## config.mk

```make
export PLATFORM = sky130hd
export DESIGN_NAME = sr_pulse_gen
export DESIGN_NICKNAME = d
export VERILOG_FILES = /design/src/rtl/sr_pulse_gen.sv
export SDC_FILE = /design/constraint.sdc
export NUM_CORES = 1
export LEC_CHECK = 0
export BUFFER_PORTS_ARGS = -buffer_cell sky130_fd_sc_hd__buf_2
export CAP_MARGIN = 20
export CORE_ASPECT_RATIO = 1.1
export CORE_MARGIN = 2
export CORE_UTILIZATION = 30
export CTS_BUF_LIST = sky130_fd_sc_hd__clkbuf_4 sky130_fd_sc_hd__clkbuf_8 sky130_fd_sc_hd__clkbuf_16
export DETAILED_ROUTE_END_ITERATION = 12
export GPL_TIMING_DRIVEN = 1
export PLACE_DENSITY = 0.57
export SLEW_MARGIN = 20
export SYNTH_ARGS = -nofsm -noshare
export SYNTH_HDL_FRONTEND = slang
export SYNTH_SLANG_ARGS = --single-unit
```

## constraint.sdc

```tcl
create_clock -name clk -period 1.5 [get_ports clk]
set_input_delay 0.3 -clock clk [delete_from_list [all_inputs] [get_ports clk]]
set_output_delay 0.3 -clock clk [all_outputs]
set_load 0.02 [all_outputs]
```

## src/rtl/sr_pulse_gen.sv

```systemverilog
// Set/clear request conditioner: synchronizes and debounces two raw buttons and
// turns each qualified press into a one-cycle, mutually exclusive strobe.
module sr_pulse_gen #(
   parameter int DEBOUNCE_CNT = 16,
   parameter int CNT_W        = 5
) (
   input  logic clk,
   input  logic n_rst,
   input  logic btn_set,
   input  logic btn_clr,
   output logic set_pulse,
   output logic clr_pulse,
   output logic conflict,
   output logic set_level,
   output logic clr_level
);

   localparam logic [CNT_W-1:0] CNT_LAST = CNT_W'(DEBOUNCE_CNT - 1);

   // Channel index 0 is set, 1 is clear throughout.
   logic [1:0]       sync1;
   logic [1:0]       sync2;
   logic [1:0]       stable;
   logic [1:0]       stable_d;
   logic [1:0]       rise;
   logic [CNT_W-1:0] cnt [2];

   // Two-flop synchronizer
   always_ff @(posedge clk or negedge n_rst) begin
      if (!n_rst) begin
         sync1 <= '0;
         sync2 <= '0;
      end else begin
         sync1 <= {btn_clr, btn_set};
         sync2 <= sync1;
      end
   end

   // Debounce: the synchronized level must disagree with the stable state for
   // DEBOUNCE_CNT consecutive cycles; any agreement restarts the count.
   always_ff @(posedge clk or negedge n_rst) begin
      if (!n_rst) begin
         stable <= '0;
         cnt[0] <= '0;
         cnt[1] <= '0;
      end else begin
         for (int i = 0; i < 2; i++) begin
            if (sync2[i] == stable[i]) begin
               cnt[i] <= '0;
            end else if (cnt[i] == CNT_LAST) begin
               stable[i] <= sync2[i];
               cnt[i]    <= '0;
            end else begin
               cnt[i] <= cnt[i] + CNT_W'(1);
            end
         end
      end
   end

   assign rise = stable & ~stable_d;

   // Edge detect and arbitration: simultaneous presses are dropped and flagged
   always_ff @(posedge clk or negedge n_rst) begin
      if (!n_rst) begin
         stable_d  <= '0;
         set_pulse <= 1'b0;
         clr_pulse <= 1'b0;
         conflict  <= 1'b0;
      end else begin
         stable_d  <= stable;
         set_pulse <= rise[0] & ~rise[1];
         clr_pulse <= rise[1] & ~rise[0];
         conflict  <= rise[0] & rise[1];
      end
   end

   assign set_level = stable[0];
   assign clr_level = stable[1];

endmodule
```

==> summary.txt <==
Clocking
  – CTS tree: done
  – Post-cts hold buffer count: 1
  – Resized cells post-CTS: 0
  – CTS buffer count: 3
  – Clock Tree Buf Depth: 2
  – Number of H-tree levels: 1
  – Worst-Skew Late Latency: approximately 290 ps
  – Setup Buffers After CTS: 0
  – CTS Sinks: 21
  – Clock transition at path regs: 110 ps
  – Root buffer cell: clkbuf_4

Min path
  – Min-delay worst type: in2reg
  – Hold_sp: btn_clr
  – WHS Endpoint: sync1[1]$_DFF_PN0_
  – Hold Crit Depth: 1

Detailed routing
  – Starting DRC count in detailed routing: 2
  – Routed Antenna Nets: 0
  – DRC violations left: 0
  – Post-DR wirelength/cell: 9.38 um
  – Vias/cell: 4.12
  – DRT Wirelength: 938 um
  – DRT Pass-1 Iters: 4
  – Vias: 412

Setup path
  – Reg-to-reg endpoint: stable[0]$_DFFE_PN0P_
  – Flop2flop setup slack: about 250 ps
  – CP required: 1690 ps
  – Crit path max fanout: 3
  – Max stage delay on crit path: 380 ps
  – Crit-path slowest cell: dfrtp_1
  – Worst Setup End Kind: flop
  – Startpoint Class: flop
  – Crit path kind: reg2reg
  – R2R depth: 4
  – R2R Path Start: cnt[5]$_DFF_PN0_
  – Crit-path cells: ha_1 -> nand3_2 -> nor2_1 -> mux2_2
  – CP arrival: between 1000 and 1500 ps

STA
  – Fmax: 0.800 GHz
  – RSZ-0062 raised after global routing: no
  – Clock Skews: approximately 3 ps
  – Worst Tran Pin Value: around 460 ps
  – Fin. max-slew vios: 0
  – Final Hold Viols: 0
  – Relative slew slack: 0.691
  – Period utilization: 0.833
  – Setup_tns: 0 ps
  – Final Critical Period: 1250 ps
  – # setup viols final: 0

Synth
  – Seq/Total Area, Yosys: 0.686
  – Netlist cell types: 18
  – Mux contribution to synthesized area: 0.0294
  – Synth Area in Simple Gates: 0.155
  – Syn Std Cell Area: 766 um^2
  – Post-synth top area cell: dfrtp_1
  – Flops & latches, synth: 21
  – Synth top area share: 0.686
  – Post-synth EDFFs: 0
  – Synthesized area per cell: about 14 um^2
  – YS warnings: 0
  – Largest family of logic cells by synthesized area: simple AND/OR/NAND/NOR gates
  – Asr flop ratio synth: 1.00
  – Top post-synthesis cells by area: dfrtp_1 69%, xor2_1 6.9%, nor2_1 3.9%
  – Count leader, synth: dfrtp_1
  – Post-Syn Nets: 62
  – Synth Area in Compound Gates: 0.0180
  – Top_reg_cell synth: dfrtp_1
  – Mapped Cells: 56
  – Synth top cells by count: 21 x dfrtp_1, 8 x nor2_1, 6 x xor2_1
  – Post-Synth XOR/XNOR Area: 0.0686
  – Post-Synth Adder-Cell Area: 0.0327

Global route
  – Pin count of the biggest net entering global routing: 22
  – First-pass GRT wire length: 1780 um
  – Antenna violations before repair: 0
  – GRT Util Overall: 0.0814
  – Remaining Overflow, GRT: 0
  – Vias in the first global route: 416

Placement
  – GP Congestion: 0.740
  – Dpl cell area: 845 um^2
  – I/O Buffers: 8

Layout
  – Nets@finish: 76
  – Area growth syn-to-layout: 15.5%
  – Antenna diodes: 0
  – Share of cells above drive strength 1: 0.275
  – Final Instance Area: 885 um^2

Floorplan
  – CORE AREA: 2470 um^2
  – Initial core utilization: 0.310
  – Row Count: 19
  – I/O pins: 9
  – Die H: 57.0 um
  – Area of the die: between 2000 and 3000 um^2
  – Die width: between 50 and 60 um

Pwr
  – Leakage power: 0.000467 uW
  – Peak supply drop: a little under 700 uV
  – Pwr/cell area: 1040 nW/um^2

Flow run
  – MaxCap Viol Count: 0

Outcome
  – Outcome: completed
-- power by group --
| part | leakage (uW) | total, uW | switching [uW] | internal, uW |
|---|---|---|---|---|
| combinational | 0.000170 | 45.2 | 26.4 | 18.8 |
| sequential | 0.000279 | 596 | 12.0 | 584 |
| clock | 0.0000184 | 276 | 155 | 122 |
-- worst max-delay path by stage --
| stage | from | endpoint | slack, ps | cells after the start |
|---|---|---|---|---|
| after floorplan | cnt[5]$_DFF_PN0_ | stable[0]$_DFFE_PN0P_ | 340 | 4 |
| after global placement | cnt[5]$_DFF_PN0_ | stable[0]$_DFFE_PN0P_ | 270 | 4 |
| after detailed placement | cnt[5]$_DFF_PN0_ | stable[0]$_DFFE_PN0P_ | 250 | 4 |
| after CTS | cnt[5]$_DFF_PN0_ | stable[0]$_DFFE_PN0P_ | 230 | 4 |
| after global routing | cnt[5]$_DFF_PN0_ | stable[0]$_DFFE_PN0P_ | 180 | 4 |
| final | cnt[5]$_DFF_PN0_ | stable[0]$_DFFE_PN0P_ | 250 | 4 |
-- worst max-delay path: cells and delay by family (launching register included) --
family	cells	cell delay, ps
flops	1	380
fa+ha+maj	1	210
simple gates	2	220
mux	1	340
-- cells by family after synthesis --
family | after synthesis
DFF | 21
buffers and inverters | 2
adders and majority gates | 2
xor gates and xnor gates | 6
and+or+nand+nor | 21
AOI/OAI and AO/OA | 2
muxes | 2
-- metrics by stage --
| stage | instances | hold slack (ps) | util | setup WS, ps | total power (uW) |
|---|---|---|---|---|---|
| final | 100 | 101 | 0.358 | 250 | 918 |
| after floorplan | 56 | 4.41 | - | 336 | 632 |
| after detailed placement | 95 | 280 | 0.342 | 252 | 653 |
| after global placement | 95 | 278 | 0.342 | 271 | 652 |
| after CTS | 100 | 90.1 | 0.358 | 230 | 937 |
| after global routing | 100 | 72.8 | 0.358 | 181 | 982 |
-- state kept, by name (all words and copies together), names as in the netlist --
signal     cells
clr_pulse      1
sync2          2
set_pulse      1
cnt           10
conflict       1
stable_d       2
stable         2
sync1          2
-- cell usage in the layout (no fill, tap or decap), drive strengths merged --
cell         count
dfrtp           21
nand2b           2
xor2             6
nand3            4
nor2             9
nor2b            2
o21ai            2
clkbuf           4
mux2             2
ha               2
inv              2
buf              8
and3             2
dlygate4sd3      1
and2             2
-- area by class of cell --
class / count / area, um^2
Clock buffer: 4 / 30.0
Fill cell: 258 / 1590
Inverter: 2 / 7.51
Multi-Input combinational cell: 33 / 233
Sequential cell: 21 / 526
Tap cell: 31 / 38.8
Timing Repair Buffer: 9 / 50.0
-- metal layers --
metal | up-vias | track usage | part of all wire
met5 | - | 0 | 0
met4 | 0 | 0.0549 | 0.029
met3 | 4 | 0.0157 | 0.055
met2 | 11 | 0.116 | 0.43
met1 | 192 | 0.112 | 0.49
li1 | 205 | - | -
Power figures use the tool's default switching activity.
